`src/rtl/fifo_reader.sv`:
```
// Drains a show-ahead 1-bit FIFO and assembles WIDTH consecutive entries into one word,
// then holds that word until the downstream side accepts it.
module fifo_reader #(
  parameter int unsigned WIDTH     = 8,
  parameter bit          LSB_FIRST = 1'b1
) (
  input  logic                         CLK,
  input  logic                         RST_N,
  input  logic                         en,
  input  logic                         flush,
  input  logic                         fifo_empty,
  input  logic                         fifo_dout,
  output logic                         fifo_deq,
  output logic                         word_valid,
  output logic [WIDTH-1:0]             word_data,
  input  logic                         word_ready,
  output logic [$clog2(WIDTH+1)-1:0]   bit_count
);

  localparam int unsigned CW = $clog2(WIDTH + 1);

  typedef enum logic {
    COLLECT = 1'b0,
    HOLD    = 1'b1
  } state_e;

  state_e           state_q;
  logic [CW-1:0]    cnt_q;
  logic [WIDTH-1:0] data_q;
  logic             valid_q;

  logic [CW-1:0]    pos;
  logic [WIDTH-1:0] data_d;
  logic             last_bit;

  // Reset gating keeps the strobe quiet while the block is held in reset.
  assign fifo_deq = RST_N && (state_q == COLLECT) && en && !fifo_empty && !flush;

  // Unwritten bits are zero, so inserting the new bit is a simple OR.
  assign pos      = LSB_FIRST ? cnt_q : (CW'(WIDTH - 1) - cnt_q);
  assign data_d   = data_q | (WIDTH'(fifo_dout) << pos);
  assign last_bit = (cnt_q == CW'(WIDTH - 1));

  always_ff @(posedge CLK or negedge RST_N) begin
    if (!RST_N) begin
      state_q <= COLLECT;
      cnt_q   <= '0;
      data_q  <= '0;
      valid_q <= 1'b0;
    end else begin
      case (state_q)
        COLLECT: begin
          if (flush) begin
            cnt_q  <= '0;
            data_q <= '0;
          end else if (fifo_deq) begin
            data_q <= data_d;
            cnt_q  <= cnt_q + CW'(1);
            if (last_bit) begin
              state_q <= HOLD;
              valid_q <= 1'b1;
            end
          end
        end
        HOLD: begin
          // Flush and en are deliberately ignored so a finished word is never lost.
          if (word_ready) begin
            state_q <= COLLECT;
            cnt_q   <= '0;
            data_q  <= '0;
            valid_q <= 1'b0;
          end
        end
        default: begin
          state_q <= COLLECT;
        end
      endcase
    end
  end

  assign word_valid = valid_q;
  assign word_data  = data_q;
  assign bit_count  = cnt_q;

endmodule

```
`config.mk`:
```
export PLATFORM = sky130hd
export DESIGN_NAME = fifo_reader
export DESIGN_NICKNAME = d
export VERILOG_FILES = /design/src/rtl/fifo_reader.sv
export SDC_FILE = /design/constraint.sdc
export NUM_CORES = 1
export LEC_CHECK = 0
export CELL_PAD_IN_SITES_DETAIL_PLACEMENT = 1
export CELL_PAD_IN_SITES_GLOBAL_PLACEMENT = 1
export CORE_MARGIN = 1
export CORE_UTILIZATION = 35
export CTS_CLUSTER_SIZE = 28
export DETAILED_ROUTE_END_ITERATION = 12
export HOLD_SLACK_MARGIN = 0.08
export PLACE_DENSITY_LB_ADDON = 0.08
export SYNTH_ARGS = -nofsm -noshare
export SYNTH_HDL_FRONTEND = slang
export SYNTH_SLANG_ARGS = --single-unit
```
`constraint.sdc`:
```
create_clock -name CLK -period 3.5 [get_ports CLK]
set_clock_uncertainty 0.05 [all_clocks]
set_input_delay 0.35 -clock CLK [delete_from_list [all_inputs] [get_ports CLK]]
set_output_delay 0.35 -clock CLK [all_outputs]
set_load 0.02 [all_outputs]
```
==> flow_summary.json <==
{
  "outcome": "complete, no violations",
  "dpl.hpwl_um": 1180,
  "synth_common_cells": "dfrtp_1 (14), nor2_1 (9), nand2_1 (5), a41oi_1 (4), inv_1 (3)",
  "h-tree-depth": 1,
  "worstPathArrival_ns": 1.94,
  "synth.net_count": 74,
  "ys_top_cells_by_area": "dfrtp_1 (49%), a41oi_1 (4.9%), nor2_1 (4.7%), nor4bb_4 (3.5%), o31ai_2 (3.5%)",
  "cts_setup_buffers": 0,
  "syn_area_per_cell_um2": 10.9,
  "worstSetupStartpointType": "input pin",
  "cts_buffers": 3,
  "postCtsHoldBufs": 0,
  "whs_ns": 0.336,
  "cts_resized": 0,
  "synth_edf_count": 0,
  "fin_crit_sh_pct": 66.8,
  "p_seq_share_pct": 52.1,
  "cp_max_fo": 17,
  "async_flop_share_pct": 100,
  "drc": 0,
  "drt_first_pass_iters": 3,
  "globalRoute.totalOverflow": 0,
  "die_y_um": 47.4,
  "rsz0062_at_grt": "no",
  "synth_top_cell_area_share_pct": 48.6,
  "grt_pass1_wl_um": 2440,
  "via_per_inst": 5.17,
  "p_clk_share_pct": 37.2,
  "grt_max_degree": 18,
  "peakVddDrop_mv": 0.173,
  "num_vias": 594,
  "synth_ff_type": "dfrtp_1",
  "slew_headroom_pct": 55.9,
  "finalSetupTns_ns": 0,
  "row_count": 16,
  "timing.rr.start": "state_q$_DFF_PN0_",
  "grt_pass1_vias": 490,
  "max_freq_mhz": 428,
  "setup_slack_ns": 1.16,
  "die_w_um": 47.4,
  "wl_per_cell_um": 14.6,
  "post-place-ws_ns": 1.16,
  "start_util_pct": 37.1,
  "clock-sinks": 14,
  "syn_area_um2": 721,
  "powerDensity_mw_per_mm2": 328,
  "gp_routability_congestion": 0.706,
  "synth_cell_type_count": 28,
  "met3_usage_pct": 3.46,
  "cap_violations": 0,
  "cts_root_buf": "clkbuf_4",
  "reg2reg_setup_slack_ns": 1.84,
  "holdCritPathClass": "input pin to asynchronous set/reset pin",
  "final_max_slew_viol_count": 0,
  "rr_worst_depth": 3,
  "path_class": "input pin to primary output",
  "antennaDiodeCount": 0,
  "antenna_left": 0,
  "clk_latency_ns": 0.28,
  "regToRegEndpoint": "word_data[5]$_DFFE_PN0P_",
  "drt_wl_total_um": 1680,
  "p_leak_uw": 0.000395,
  "yosysTopAreaCell": "dfrtp_1",
  "top_usage_layer": "met2",
  "tightestPinTransition_ns": 0.661,
  "min_period_ns": 2.34,
  "nNetsFinal": 97,
  "worstPathRequired_ns": 3.10,
  "swShare_pct": 24.2,
  "cts_tree": "yes",
  "yosys_warnings": 0,
  "core_mm2": 0.00194,
  "fillers": 232,
  "power.switching_uw": 77.0,
  "pin_count": 21,
  "synth-seq-cells": 14,
  "critPathCaptureType": "primary output",
  "p_total_uw": 319,
  "setup_viol": 0,
  "drive_gt1_share_pct": 12.5,
  "path_clk_slew_ns": 0.09,
  "crit_start": "RST_N",
  "grt_use_total_pct": 16.4,
  "cp-endpoint": "fifo_deq",
  "grt.met2_usage_pct": 23.8,
  "yosysMostFrequentCell": "dfrtp_1",
  "cts.path.max_buffers": 2,
  "p_int_uw": 242,
  "port_buffers": 20,
  "combPwrFrac_pct": 10.7,
  "drtIter0Drc": 3,
  "die_area_mm2": 0.00224,
  "netlist_instances": 66,
  "postLayoutCoreUtil_pct": 50.0,
  "grt_use_met1_pct": 23.4,
  "synth-seq-area-share_pct": 48.6,
  "antenna_found_initial": 0,
  "finalHoldViolCount": 0,
  "areaGrowthSynthToFinish_pct": 34.7
}
[routing by layer]
metal | vias to the layer above | wire length (um)
met1 | 294 | 846
met2 | 12 | 767
li1 | 286 | -
met5 | - | 0
met3 | 2 | 47
met4 | 0 | 14
[through the flow]
step / instances / area (um^2)
4_1_cts: 115 / 971
2_1_floorplan: 66 / 721
6_report: 115 / 971
5_1_grt: 115 / 971
3_5_place_dp: 111 / 935
3_3_place_gp: 111 / 935
[kinds of logic after synthesis]
logic type / after synthesis / share of synthesized area, %
buf+inv: 7 / 5.90
mux: 3 / 4.34
compound gates: 16 / 17.0
fa+ha+maj: 1 / 1.74
simple gates: 24 / 21.2
xor+xnor: 1 / 1.22
flops: 14 / 48.6
[how the worst min path moves through the flow]
stage	from	to	slack, ns	depth (start not counted)
after floorplan	RST_N	bit_count[0]$_DFFE_PN0P_	0.004	0
after global routing	RST_N	state_q$_DFF_PN0_	0.36	2
after detailed placement	word_data[7]$_DFFE_PN0P_	word_data[7]$_DFFE_PN0P_	0.42	2
final	RST_N	state_q$_DFF_PN0_	0.34	2
after CTS	RST_N	state_q$_DFF_PN0_	0.34	2
after global placement	word_data[7]$_DFFE_PN0P_	word_data[7]$_DFFE_PN0P_	0.42	2
[cell type report]
class | count | area (um^2) | share of cell area, %
clock buffers | 4 | 36.3 | 3.74
inverters | 4 | 15.0 | 1.55
multi-input cells | 45 | 328 | 33.8
repair buffers | 21 | 208 | 21.4
well taps | 27 | 33.8 | 3.48
flip-flops and latches | 14 | 350 | 36.1
[power groups by stage]
stage | clock [uW] | combinational (uW) | sequential [uW]
floorplan | 0 | 15.2 | 169
global placement | 0 | 34.0 | 169
detailed placement | 0 | 34.5 | 169
CTS | 124 | 34.6 | 166
global route | 130 | 37.3 | 166
finish | 119 | 34.2 | 166
[worst max-delay path, stage by stage]
cell and delay, ns:
clkdlybuf4s50_1 0.46, buf_4 0.24, nand4bb_1 0.16, nor2_1 0.11
clkdlybuf4s50_1 0.61
[sequential cells by signal (all words and copies together), names as in the netlist]
signal,cells
word_data,8
word_valid,1
bit_count,4
state_q,1
[cell usage in the layout, fill, tap and decap left out, types with 2 or more instances in the layout]
| cell | n |
|---|---|
| a21oi_1 | 2 |
| clkbuf_4 | 3 |
| o31ai_2 | 2 |
| a41oi_1 | 4 |
| nand2_1 | 5 |
| o21ai_0 | 2 |
| mux2i_1 | 2 |
| nand3_1 | 2 |
| dfrtp_1 | 14 |
| clkdlybuf4s50_1 | 20 |
| inv_1 | 3 |
| nor2_1 | 9 |
| a31oi_1 | 2 |
| o32ai_1 | 2 |
Note: power is estimated with default switching activity, not from simulation.
==> edit 1: new RTL, same settings <==
The parameter `WIDTH` goes from 8 to 16.
--- a/src/rtl/fifo_reader.sv
+++ b/src/rtl/fifo_reader.sv
@@ -3,3 +3,3 @@
 module fifo_reader #(
-  parameter int unsigned WIDTH     = 8,
+  parameter int unsigned WIDTH     = 16,
   parameter bit          LSB_FIRST = 1'b1
Ports: changed (resized bit_count and word_data); port bits go from 21 to 30. The function was not compared with the original's and may differ.
==> edit 1 against the original RTL <==
- power grew 34%
- final area increased by 41%
- worst setup slack got worse by 130 ps
- synthesized area increased by 39%
- wire length rose by 42%
- via count grew 42%
- sequential share of layout area rose by 6.0 points
- combinational power grew 3%
- sequential cell count is 9 higher
- first-iteration DRC count rose to 3.0 times the old value
- critical endpoint unchanged
- highest routed layer unchanged
==> edit 1: results (changes against the original RTL) <==
| Metric | Value |
|---|---|
| Status | `finished, final reports clean` |
| CP Max Fanout | `8 (-9)` |
| Num Clock Sinks | `23 (+9)` |
| Netlist cell types | `26 (-7.1%)` |
| Gate power share | `8.2% (-2.5 points)` |
| Sequential area share after synthesis | `57.3% (+8.7 points)` |
| Avg Vias per Cell | `5.22 (+0.98%)` |
| GP Congestion | `0.774 (+9.7%)` |
| Top cells by count, synth | `23 x dfrtp_1, 19 x nand2_1, 12 x o21ai_1` |
| Post-synthesis net count | `107 (+45%)` |
| Clk Latency, worst-skew pair | `310 ps (+30 ps)` |
| Non-filler cells, final | `162 (+41%)` |
| Clock network area share | `1.92% (-1.8 points)` |
| Met2 Use GR | `27.0% (+3.2 points)` |
| Mux cell area share after synthesis | `1.37% (-3.0 points)` |
| Slew headroom | `79.5% (+24 points)` |
| Post-Place Worst Slack | `1030 ps (-129 ps)` |
| GR Layer Usage met1 | `23.4% (+0.075 points)` |
| Layout cells sized above 1 | `6.87% (-5.6 points)` |
| Synth area leaders | `dfrtp_1 57%, nand2_1 7.1%, o21ai_1 6.0%` |
| Met3 routed WL | `69 um (+47%)` |
| Crit Reg-Reg Startpoint | `bit_count[0]` |
| First-pass GRT wire length | `4100 um (+68%)` |
| Sequential power | `0.269 mW (+62%)` |
| Grt met3 use | `3.49% (+0.027 points)` |
| M1 wire length | `1140 um (+35%)` |
| Number of global-route vias before repair | `852 (+74%)` |
| Buffers, non-clock | `32 (+52%)` |
| Comb_multi_in | `69 (+53%)` |
| Multi-input combinational area share | `29.5% (-4.3 points)` |
| Nets | `141 (+45%)` |
| Final WL | `2380 um (+42%)` |
| Max VDD drop | `148 uV (-15%)` |
| Clk slew on worst S/H paths | `140 ps (+50 ps)` |
| Complex-gate fraction of the synthesized area | `14.1% (-2.9 points)` |
| Met2 Routed Length | `1150 um (+49%)` |
| Post-placement cell area | `0.00134 mm2 (+44%)` |
| Number of flip-flops under the largest register name | `16 (+8)` |
| Critical path arrival | `2070 ps (+130 ps)` |
| XOR/XNOR Fraction of Synth Area | `0% (-1.2 points)` |
| Sw Pwr | `0.101 mW (+31%)` |
| 1st-iter DRT viols | `9 (+6)` |
| Total GRT Usage | `17.2% (+0.76 points)` |
| Final HPWL DP | `1770 um (+50%)` |
==> edit 1: cell types whose count changed after synthesis, moves of 3 or more <==
cell	unedited run	this run
nand2_1	5	19
a41oi_1	4	0
dfrtp_1	14	23
nor2_1	9	3
o21ai_0	2	5
nand3_1	2	6
o21ai_1	1	12
==> edit 1: cells by family after synthesis <==
kind of cell               count (synthesis)
DFF                                       23
adders and majority gates                  2
buffers and inverters                      6
and+or+nand+nor                           42
muxes                                      1
AOI/OAI and AO/OA                         24
==> edit 1: final timing paths <==
| kind | endpoint | slack, ps | cells after the start |
|---|---|---|---|
| max | fifo_deq | 1030 | 4 |
| min | word_data[7] | 420 | 2 |
| max reg2reg | bit_count[4] | 1870 | 4 |
| min reg2reg | word_data[13] | 450 | 2 |
| max in group asynchronous | word_valid | 2730 | 2 |
| min in group CLK | word_data[13] | 450 | 2 |
==> edit 1: worst max-delay path, stage by stage <==
cell and delay [ps]:
clkdlybuf4s50_1 520, nand4bb_1 290, nor2_1 260, clkdlybuf4s50_1 640
==> edit 2: new RTL, same settings <==
Without the edit above. One comparison of `cnt_q` changes from == to >=.
--- a/src/rtl/fifo_reader.sv
+++ b/src/rtl/fifo_reader.sv
@@ -41,3 +41,3 @@
   assign data_d   = data_q | (WIDTH'(fifo_dout) << pos);
-  assign last_bit = (cnt_q == CW'(WIDTH - 1));
+  assign last_bit = (cnt_q >= CW'(WIDTH - 1));
 
Behaviour: no difference found for any inputs over 10 cycles, from zero or initial values and one cycle with RST_N low; that may be too few to reach the edited logic, so the function may still have changed.
==> edit 2 against the original RTL <==
- final area down 1.5%
- largest cell class unchanged
- synthesized area down 3.0%
- sequential cell count unchanged
- worst setup slack better by 100 ps
- first-iteration DRC count up 100%
- critical path depth down 1
- sequential power about the same
- combinational power down 4%
- wire length up 5.3%
- register-to-register slack worse by 30 ps
- power up 0.31%
- final cell count down 4.3%
==> edit 2: results (changes against the original RTL) <==
| Metric | Value |
|---|---|
| 1st-iter DRT viols | `6 (+3)` |
| Status | `finished, final reports clean` |
| Hold Crit Class | `in2async` |
| Root buf cell | `clkbuf_4` |
| Nets | `94 (-3.1%)` |
| CP Max Fanout | `4 (-13)` |
| Initial antenna violation count | `0 (unchanged)` |
| Post-synth top area share | `50.1% (+1.5 points)` |
| Post-synthesis net count | `70 (-5.4%)` |
| Final hold vios | `0 (unchanged)` |
| Total CTS buffers | `3 (unchanged)` |
| Clock H-tree levels | `1 (unchanged)` |
| Top cells by count, synth | `14 x dfrtp_1, 11 x nand2_1, 4 x a22o_1, 4 x o21ai_0, 3 x mux2i_1` |
| Synth area leaders | `dfrtp_1 50%, nand2_1 5.9%, a22o_1 5.0%` |
| Sequential area share after synthesis | `50.1% (+1.5 points)` |
| Total GRT Usage | `19.1% (+2.7 points)` |
| GP Congestion | `0.682 (-3.3%)` |
| Post-Place Worst Slack | `1280 ps (+120 ps)` |
| Clk slew on worst S/H paths | `90 ps (about the same)` |
| Rows | `15 (-1)` |
| Ys Warns | `0 (unchanged)` |
| Filler cells | `208 (-10%)` |
| Avg Vias per Cell | `5.30 (+2.6%)` |
| Static leakage | `0.428 nW (+8.2%)` |
| Wire per inst | `16.0 um (+10%)` |
| Final HPWL DP | `1250 um (+5.4%)` |
| Synth Flop Type | `dfrtp_1` |
| Largest net degree at the start of global routing | `17 (-1)` |
| Number of global-route vias before repair | `587 (+20%)` |
| Critical path arrival | `1840 ps (-100 ps)` |
| First-pass GRT wire length | `2790 um (+14%)` |
| Max VDD drop | `208 uV (+20%)` |
| Final setup vio count | `0 (unchanged)` |
| Drt pass-1 iters | `3 (unchanged)` |
| Post-CTS Setup Bufs | `0 (unchanged)` |
| FFs w/ async S/R, synth | `100% (unchanged)` |
| Netlist cell types | `28 (unchanged)` |
| CTS Buffer Depth | `2 (unchanged)` |
| Number of flip-flops under the largest register name | `8 (unchanged)` |
| Layout cells sized above 1 | `8.24% (-4.3 points)` |
| Slew headroom | `67.5% (+12 points)` |
| # resized after CTS | `0 (unchanged)` |
| Buffers added on ports | `20 (unchanged)` |
| Post-layout min period | `2240 ps (-102 ps)` |
[edit 2: cell types whose count changed after synthesis, sizes merged, moves of 2 or more]
cell / change
o31ai: -2
a41oi: -4
nand2: +6
inv: -3
mux2i: +2
a31oi: -2
or2b: +2
a22o: +4
nor2: -8
nand3: -3
[edit 2: area by class of cell]
type                            count  share of cell area (%)
Tap cell                           25                    3.27
Sequential cell                    14                    36.6
Timing Repair Buffer               21                    21.7
Multi-Input combinational cell     45                    34.2
Clock buffer                        4                    3.80
Inverter                            1                   0.393
[edit 2: path summary, 6_finish.rpt]
kind	start	end	slack [ps]	cells after the start
max in group asynchronous	RST_N	bit_count[3]	2850	2
min reg2reg	word_data[0]	word_data[0]	440	2
max reg2reg	state_q	word_data[6]	1810	3
min	RST_N	word_data[7]	360	2
min in group CLK	word_data[0]	word_data[0]	440	2
max	RST_N	fifo_deq	1260	4
[edit 2: cells by family after synthesis]
kind of cell | Yosys count | synth area share, %
DFF | 14 | 50.1
and+or+nand+nor | 26 | 22.7
adders and majority gates | 1 | 1.79
xor gates and xnor gates | 1 | 1.25
buffers and inverters | 3 | 3.22
AOI/OAI and AO/OA | 13 | 13.4
muxes | 4 | 7.51
[edit 2: critical path: stages]
cell             delay (ps)
clkdlybuf4s50_1         490
nand3b_1                170
nor3_1                  190
clkdlybuf4s50_1         630
[edit 2: per-layer routing]
layer  wire length [um]  global-route usage (%)  vias to the layer above  part of all wire, %
met5                  0                       0                        -                    0
met4                 25                    10.3                        0                  1.4
met3                 29                    3.53                        2                  1.6
met2                869                    30.0                       12                   49
met1                840                    24.8                      291                   48
li1                   -                       -                      278                    -
[edit 2: through the flow]
step	instances	util (%)	area, um2
after CTS	110	53.1	956
after global placement	106	51.0	920
after global routing	110	53.1	956
final	110	53.1	956
after detailed placement	106	51.0	920
after floorplan	62	-	699
[edit 2: power by group]
group / internal [mW] / total [mW] / switching (mW)
combinational: 0.0159 / 0.0330 / 0.0171
clock: 0.0634 / 0.121 / 0.0576
sequential: 0.163 / 0.166 / 0.00263
